File: config.mk
export PLATFORM = sky130hd
export DESIGN_NAME = midi_voice_scheduler
export DESIGN_NICKNAME = d
export VERILOG_FILES = /design/src/rtl/midi_pkg.sv /design/src/rtl/midi_req_timeout.sv /design/src/rtl/midi_voice_scheduler.sv
export SDC_FILE = /design/constraint.sdc
export NUM_CORES = 1
export LEC_CHECK = 0
export ABC_CLOCK_PERIOD_IN_PS = 3800
export CORE_ASPECT_RATIO = 0.6
export CORE_MARGIN = 2
export CORE_UTILIZATION = 30
export DETAILED_ROUTE_END_ITERATION = 6
export GPL_TIMING_DRIVEN = 0
export MAX_ROUTING_LAYER = met4
export PLACE_DENSITY = 0.59
export SKIP_CTS_REPAIR_TIMING = 1
export SLEW_MARGIN = 30
export SYNTH_ARGS = -nofsm -noshare
export SYNTH_HDL_FRONTEND = slang
export SYNTH_HIERARCHICAL = 1
export SYNTH_SLANG_ARGS = --single-unit
File: constraint.sdc
create_clock -name clk_in -period 3.8 [get_ports clk_in]
set_clock_uncertainty 0.1 [all_clocks]
set_input_delay 0.76 -clock clk_in [delete_from_list [all_inputs] [get_ports clk_in]]
set_output_delay 0.76 -clock clk_in [all_outputs]
set_load 0.01 [all_outputs]
File: src/rtl/midi_pkg.sv
`default_nettype none
// ============================================================================
//  Package   : midi_pkg
//  Purpose   : Shared types and constants for the MIDI voice scheduler block.
//              Slot layout, scheduler state encoding and a width helper.
//  Revision  : 1.0  initial release
// ============================================================================
package midi_pkg;

  // Voice slot count, matches the upstream burst collector.
  localparam int NUM_VOICES = 5;

  // One burst slot as delivered on the flat bus: {note[15:8], velocity[7:0]}.
  typedef struct packed {
    logic [7:0] note;
    logic [7:0] velocity;
  } note_slot_t;

  typedef enum logic [2:0] {
    ST_IDLE   = 3'd0,
    ST_SCAN   = 3'd1,
    ST_ISSUE  = 3'd2,
    ST_WAIT   = 3'd3,
    ST_COMMIT = 3'd4
  } sched_state_t;

  // Bit width needed to index n items, never less than 1.
  function automatic int clog2_min1(input int n);
    return (n > 1) ? $clog2(n) : 1;
  endfunction

endpackage
`default_nettype wire

File: src/rtl/midi_req_timeout.sv
`default_nettype none
// ============================================================================
//  Module    : midi_req_timeout
//  Purpose   : Loadable down-counter guarding one outstanding engine request.
//              Loaded with TIMEOUT-1 when a request is accepted, counts down
//              while the scheduler waits, and flags expiry on the last cycle
//              of the wait window (so a wait lasts at most TIMEOUT cycles).
//  Ports     : clk      in  system clock
//              rst_n    in  async active-low reset
//              load     in  request accepted: restart the window
//              count_en in  scheduler is waiting for a response
//              expired  out window exhausted this cycle (only while count_en)
//  Revision  : 1.0  initial release
// ============================================================================
module midi_req_timeout #(
  parameter int TIMEOUT = 1024
) (
  input  logic clk,
  input  logic rst_n,
  input  logic load,
  input  logic count_en,
  output logic expired
);

  localparam int CW = (TIMEOUT > 1) ? $clog2(TIMEOUT) : 1;
  localparam logic [CW-1:0] LOAD_VAL = CW'(TIMEOUT - 1);

  logic [CW-1:0] count;

  always_ff @(posedge clk or negedge rst_n) begin
    if (!rst_n) begin
      count <= '0;
    end else if (load) begin
      count <= LOAD_VAL;
    end else if (count_en && (count != '0)) begin
      count <= count - 1'b1;
    end
  end

  assign expired = count_en && (count == '0);

endmodule
`default_nettype wire

File: src/rtl/midi_voice_scheduler.sv
`default_nettype none
// ============================================================================
//  Module    : midi_voice_scheduler
//  Purpose   : Walks the burst note slots, sends each active voice to the
//              shared note->phase-increment engine one at a time, collects the
//              responses into a shadow table and publishes the whole table and
//              active mask in one cycle.
//  Ports     : clk_in, rst_n_in           clock, async active-low reset
//              burst_notes_in, note_on_in slot contents and active mask
//              burst_refresh_in           pulse: slots changed
//              req_*                      valid/ready request to the engine
//              resp_valid_in/resp_data_in engine result for outstanding request
//              voice_incr_out/_active_out published table and mask
//              table_update_out           pulse when a table is published
//              busy_out                   pass in progress
//              timeout_err_out            sticky: a response timed out
//  Revision  : 1.0  initial release
// ============================================================================
module midi_voice_scheduler
  import midi_pkg::*;
#(
  parameter  int NUM_VOICES   = midi_pkg::NUM_VOICES,
  parameter  int INCR_W       = 32,
  parameter  int RESP_TIMEOUT = 1024,
  localparam int VOICE_W      = clog2_min1(NUM_VOICES)
) (
  input  logic                         clk_in,
  input  logic                         rst_n_in,
  input  logic [16*NUM_VOICES-1:0]     burst_notes_in,
  input  logic [NUM_VOICES-1:0]        note_on_in,
  input  logic                         burst_refresh_in,
  output logic                         req_valid_out,
  input  logic                         req_ready_in,
  output logic [VOICE_W-1:0]           req_voice_out,
  output logic [7:0]                   req_note_out,
  output logic [7:0]                   req_velocity_out,
  input  logic                         resp_valid_in,
  input  logic [INCR_W-1:0]            resp_data_in,
  output logic [INCR_W*NUM_VOICES-1:0] voice_incr_out,
  output logic [NUM_VOICES-1:0]        voice_active_out,
  output logic                         table_update_out,
  output logic                         busy_out,
  output logic                         timeout_err_out
);

  // idx must be able to hold NUM_VOICES itself ("past the last voice").
  localparam int IDX_W = $clog2(NUM_VOICES + 1);

  sched_state_t          state, state_next;
  logic [IDX_W-1:0]      idx;
  logic [VOICE_W-1:0]    cur;
  logic                  past_last;
  note_slot_t            snap [NUM_VOICES];
  logic [NUM_VOICES-1:0] snap_mask;
  logic [INCR_W-1:0]     shadow [NUM_VOICES];
  logic                  pending;
  logic                  accept;
  logic                  in_wait;
  logic                  expired;
  logic                  load_snap;
  logic                  rerun;

  assign past_last = (idx >= IDX_W'(NUM_VOICES));
  // Clamp so the array reads stay in range on the past-the-end SCAN cycle.
  assign cur       = past_last ? '0 : VOICE_W'(idx);
  assign rerun     = pending || burst_refresh_in;

  midi_req_timeout #(
    .TIMEOUT (RESP_TIMEOUT)
  ) u_timeout (
    .clk      (clk_in),
    .rst_n    (rst_n_in),
    .load     (accept),
    .count_en (in_wait),
    .expired  (expired)
  );

  // --------------------------------------------------------------------------
  // FSM state register
  // --------------------------------------------------------------------------
  always_ff @(posedge clk_in or negedge rst_n_in) begin
    if (!rst_n_in) begin
      state <= ST_IDLE;
    end else begin
      state <= state_next;
    end
  end

  // --------------------------------------------------------------------------
  // FSM next state and control strobes
  // --------------------------------------------------------------------------
  always_comb begin
    state_next = state;
    accept     = 1'b0;
    in_wait    = 1'b0;
    load_snap  = 1'b0;
    case (state)
      ST_IDLE: begin
        if (burst_refresh_in) begin
          state_next = ST_SCAN;
          load_snap  = 1'b1;
        end
      end
      ST_SCAN: begin
        if (past_last) begin
          state_next = ST_COMMIT;
        end else if (snap_mask[cur]) begin
          state_next = ST_ISSUE;
        end
      end
      ST_ISSUE: begin
        if (req_ready_in) begin
          state_next = ST_WAIT;
          accept     = 1'b1;
        end
      end
      ST_WAIT: begin
        in_wait = 1'b1;
        if (resp_valid_in || expired) begin
          state_next = ST_SCAN;
        end
      end
      ST_COMMIT: begin
        // A refresh landing on the commit cycle counts as pending.
        if (rerun) begin
          state_next = ST_SCAN;
          load_snap  = 1'b1;
        end else begin
          state_next = ST_IDLE;
        end
      end
      default: begin
        state_next = ST_IDLE;
      end
    endcase
  end

  // --------------------------------------------------------------------------
  // Snapshot, shadow table and published outputs
  // --------------------------------------------------------------------------
  always_ff @(posedge clk_in or negedge rst_n_in) begin
    if (!rst_n_in) begin
      idx              <= '0;
      snap_mask        <= '0;
      pending          <= 1'b0;
      voice_incr_out   <= '0;
      voice_active_out <= '0;
      table_update_out <= 1'b0;
      timeout_err_out  <= 1'b0;
      for (int i = 0; i < NUM_VOICES; i++) begin
        snap[i]   <= '0;
        shadow[i] <= '0;
      end
    end else begin
      table_update_out <= 1'b0;

      // Refreshes during a pass coalesce into one rerun; the snapshot in use
      // is left alone.
      if (burst_refresh_in && (state != ST_IDLE) && (state != ST_COMMIT)) begin
        pending <= 1'b1;
      end

      if (load_snap) begin
        idx       <= '0;
        snap_mask <= note_on_in;
        for (int i = 0; i < NUM_VOICES; i++) begin
          snap[i] <= burst_notes_in[i*16 +: 16];
        end
      end

      case (state)
        ST_SCAN: begin
          if (!past_last && !snap_mask[cur]) begin
            shadow[cur] <= '0;
            idx         <= idx + 1'b1;
          end
        end
        ST_WAIT: begin
          // A response on the final window cycle still wins over the timeout.
          if (resp_valid_in) begin
            shadow[cur] <= resp_data_in;
            idx         <= idx + 1'b1;
          end else if (expired) begin
            shadow[cur]     <= '0;
            timeout_err_out <= 1'b1;
            idx             <= idx + 1'b1;
          end
        end
        ST_COMMIT: begin
          pending          <= 1'b0;
          table_update_out <= 1'b1;
          voice_active_out <= snap_mask;
          for (int i = 0; i < NUM_VOICES; i++) begin
            voice_incr_out[i*INCR_W +: INCR_W] <= shadow[i];
          end
        end
        default: begin
        end
      endcase
    end
  end

  assign req_valid_out    = (state == ST_ISSUE);
  assign req_voice_out    = cur;
  assign req_note_out     = snap[cur].note;
  assign req_velocity_out = snap[cur].velocity;
  assign busy_out         = (state != ST_IDLE);

endmodule
`default_nettype wire

==> insert_results.sql, run 1 <==
INSERT INTO impl_metrics (metric_group, metric, value, unit) VALUES
('finish', 'stdcell_area', '23300', 'sq um'),
('yosys', 'synth_largest_type_area_fraction', '0.620', ''),
('setup_path', 'rr_startpoint', 'state[0]', ''),
('cts', 'cts.sinks', '429', ''),
('setup_path', 'end_kind', 'output port', ''),
('yosys', 'yosys-mux-area-fraction', '0.101', ''),
('cts', 'tritoncts.num_buffers', '44', ''),
('timing', 'setup_viol', '1', ''),
('grt', 'grt_antenna_before_repair', '4', ''),
('yosys', 'synth_cells', '1669', ''),
('yosys', 'synth.area.top_cells', 'sky130_fd_sc_hd__dfrtp_1, sky130_fd_sc_hd__nand2_1, sky130_fd_sc_hd__mux2_2, sky130_fd_sc_hd__mux2_4, sky130_fd_sc_hd__a22o_1', ''),
('placed_design', 'numPortBuffers', '309', ''),
('grt', 'grt.total_usage', '0.184', ''),
('cts', 'ctsLongestPathBuffers', '3', ''),
('route', 'drt-wirelength-per-cell', '18.7', 'um'),
('floorplanning', 'ios', '310', ''),
('grt', 'grt_pass1_wl', '81800', 'um'),
('grt', 'congestion_overflow_gr', '0', ''),
('placed_design', 'placer_s_final_routability_congestion_estimate', '0.831', ''),
('timing', 'timing_worst_slew_pin_value', '0.892', 'ns'),
('cts', 'cts.htree.levels', '2', ''),
('finish', 'syn_to_final_growth', '34.5', '%'),
('timing', 'worst_slew_margin_rel', '0.405', ''),
('timing', 'worst_slack', '-0.0553', 'ns'),
('floorplanning', 'die-width', '314', 'um'),
('yosys', 'cell_accounting_for_the_most_synthesized_area', 'sky130_fd_sc_hd__dfrtp_1', ''),
('setup_path', 'worstPathRequired', '2.94', 'ns'),
('route', 'initial_drt_markers', '853', ''),
('power', 'powerDensity', '735', 'nW/um^2'),
('yosys', 'area_fraction_in_and_or_nand_and_nor_cells_after_synthesis', '0.200', ''),
('finish', 'nNetsFinal', '2162', ''),
('route', 'drtAntennaViolNets', '0', ''),
('timing', 'fmax', '259', 'MHz'),
('yosys', 'synthFlopType', 'sky130_fd_sc_hd__dfrtp_1', ''),
('setup_path', 'timing_worst_setup_path_type', 'reg2out', ''),
('setup_path', 'critical_path.max_fanout', '10', ''),
('route', 'detail_route.wirelength', '53300', 'um'),
('cts', 'clk_pin_slew_worst_paths', '0.06', 'ns'),
('cts', 'clk_root_buffer_cell', 'sky130_fd_sc_hd__clkbuf_16', ''),
('grt', 'grt_max_degree', '88', ''),
('yosys', 'count_of_warnings_emitted_by_yosys', '6', ''),
('yosys', 'synthesized_area_fraction_occupied_by_ao_oa_aoi_and_oai_cells', '0.0507', ''),
('route', 'vias', '13232', ''),
('grt', 'first_global_vias', '13679', ''),
('min_path', 'timing.hold.worst.class', 'reg2reg', ''),
('setup_path', 'r2r_slack', '0.13', 'ns'),
('finish', 'num-fill-cells', '5494', ''),
('setup_path', 'cp-start-kind', 'flop', ''),
('yosys', 'post_synth_edffs', '0', ''),
('timing', 'fin_hold_ws', '0.363', 'ns'),
('yosys', 'mappedNetlistArea', '17300', 'sq um'),
('route', 'detail_route.vias_per_cell', '4.65', ''),
('timing', 'finalMaxSlewViolations', '0', ''),
('yosys', 'fraction_of_the_yosys_area_taken_by_sequential_cells', '0.620', ''),
('yosys', 'yosys-top-cells-count', 'sky130_fd_sc_hd__nand2_1, sky130_fd_sc_hd__dfrtp_1, sky130_fd_sc_hd__mux2_2', ''),
('yosys', 'syn-mean-instance-area', '10.4', 'sq um'),
('placed_design', 'detailed_place.area', '21500', 'sq um'),
('status', 'violations_in_the_final_reports', 'negative setup slack', ''),
('route', 'drc_viols', '0', ''),
('timing', 'finalCritPeriodShare', '1.01', ''),
('route', 'first_pass_iters', '5', ''),
('status', 'run_status', 'finished, violations left', ''),
('floorplanning', 'design.core.area', '57300', 'sq um'),
('floorplanning', 'die_h', '190', 'um'),
('finish', 'drive_above_1_share', '0.125', ''),
('floorplanning', 'design.die.area', '59700', 'sq um'),
('finish', 'finish.utilization', '0.406', ''),
('placed_design', 'pre_cts_ws', '-0.347', 'ns'),
('yosys', 'synth-seq-cells', '429', ''),
('yosys', 'async_reset_ff_frac', '1.00', ''),
('setup_path', 'worst-r2r-cell-count', '10', '');
-- through the flow --
step           cells  total power [W]   TNS, ns
2_1_floorplan   1669          0.00986         0
3_3_place_gp    2748           0.0124  -7191.41
3_5_place_dp    2753           0.0125    -12.43
4_1_cts         2833           0.0172    -22.26
5_1_grt         2845           0.0181     -4.67
6_report        2845           0.0171   -0.0553
-- sequential cells by signal (all words and copies together) (netlist names), 3 cells and up --
register,flops
state,3
snap,80
idx,3
snap_mask,5
voice_incr_out,160
u_timeout/count,10
shadow,160
voice_active_out,5
-- power by group --
group / internal [W] / leakage (nW) / switching (W)
logic: 0.00268 / 5.06 / 0.00272
registers: 0.00614 / 5.76 / 0.000964
clock network: 0.00268 / 0.739 / 0.00192
total: 0.0115 / 11.6 / 0.00561
-- worst max path at each step --
stage / endpoint / slack (ns)
6_report: req_velocity_out[5] / -0.06
2_1_floorplan: shadow[100] / 0.85
4_1_cts: req_velocity_out[5] / -0.96
3_5_place_dp: req_velocity_out[5] / -0.35
3_3_place_gp: snap[59] / -16.82
5_1_grt: req_velocity_out[5] / -0.21
-- cells in the final DEF, fill, tap and decap left out, types with 7 or more instances in the layout --
cell                              netlist  final
sky130_fd_sc_hd__a21oi_1               23     22
sky130_fd_sc_hd__a22o_1                32     32
sky130_fd_sc_hd__a22oi_1               16     13
sky130_fd_sc_hd__and2_1                35     34
sky130_fd_sc_hd__buf_1                 11      8
sky130_fd_sc_hd__buf_2                 13     11
sky130_fd_sc_hd__clkbuf_1              66     67
sky130_fd_sc_hd__clkbuf_16              0     44
sky130_fd_sc_hd__clkdlybuf4s50_1        0    294
sky130_fd_sc_hd__clkinv_2               0      7
sky130_fd_sc_hd__dfrtp_1              429    429
sky130_fd_sc_hd__dlymetal6s2s_1         0     14
sky130_fd_sc_hd__inv_1                  8      8
sky130_fd_sc_hd__mux2_2                98     98
sky130_fd_sc_hd__mux2_4                30     30
sky130_fd_sc_hd__mux2i_1               19     19
sky130_fd_sc_hd__nand2_1              759    759
sky130_fd_sc_hd__nor2_1                28     27
sky130_fd_sc_hd__o21ai_0               22     22
-- cell type report --
type	instances	area, sq um	share of cell area
antenna	4	10.0	0.000430
buffer	97	445	0.0191
clock buffer	56	1210	0.0518
clock inverter	24	328	0.0141
inverter	8	30.0	0.00129
multi-input combinational	1135	6180	0.266
sequential	429	10700	0.461
tap	770	963	0.0414
timing repair buffer	322	3370	0.145
-- per-layer routing --
| layer | vias to the layer above | part of all wire | GRT usage |
|---|---|---|---|
| li1 | 6158 | - | - |
| met1 | 6658 | 0.48 | 0.259 |
| met2 | 345 | 0.44 | 0.273 |
| met3 | 71 | 0.061 | 0.0400 |
| met4 | 0 | 0.017 | 0.0340 |
| met5 | - | 0 | - |
-- logic make-up (layout without fill, tap and decap cells) --
family,count (synthesis),count (layout)
mux,147,147
compound gates,121,121
fa+ha+maj,3,3
other cells,0,4
buf+inv,105,507
flops,429,429
simple gates,864,864
-- critical path, stage by stage (launching register included) --
cell                              delay [ns]
sky130_fd_sc_hd__dfrtp_1                0.38
sky130_fd_sc_hd__clkbuf_4               0.18
sky130_fd_sc_hd__inv_1                  0.14
sky130_fd_sc_hd__ha_2                   0.25
sky130_fd_sc_hd__nor4b_4                0.06
sky130_fd_sc_hd__buf_4                  0.16
sky130_fd_sc_hd__nor2_4                 0.23
sky130_fd_sc_hd__buf_4                  0.26
sky130_fd_sc_hd__a22oi_2                0.08
sky130_fd_sc_hd__o21ai_0                0.11
sky130_fd_sc_hd__clkdlybuf4s50_1        0.58
Power figures use the tool's default switching activity.
==> run 2: changes to the inputs <==
Settings changed: HOLD_SLACK_MARGIN from default to 0.03.
==> results of run 2 <==
No change in the layout: final DEF, timing and power equal those of run 1.
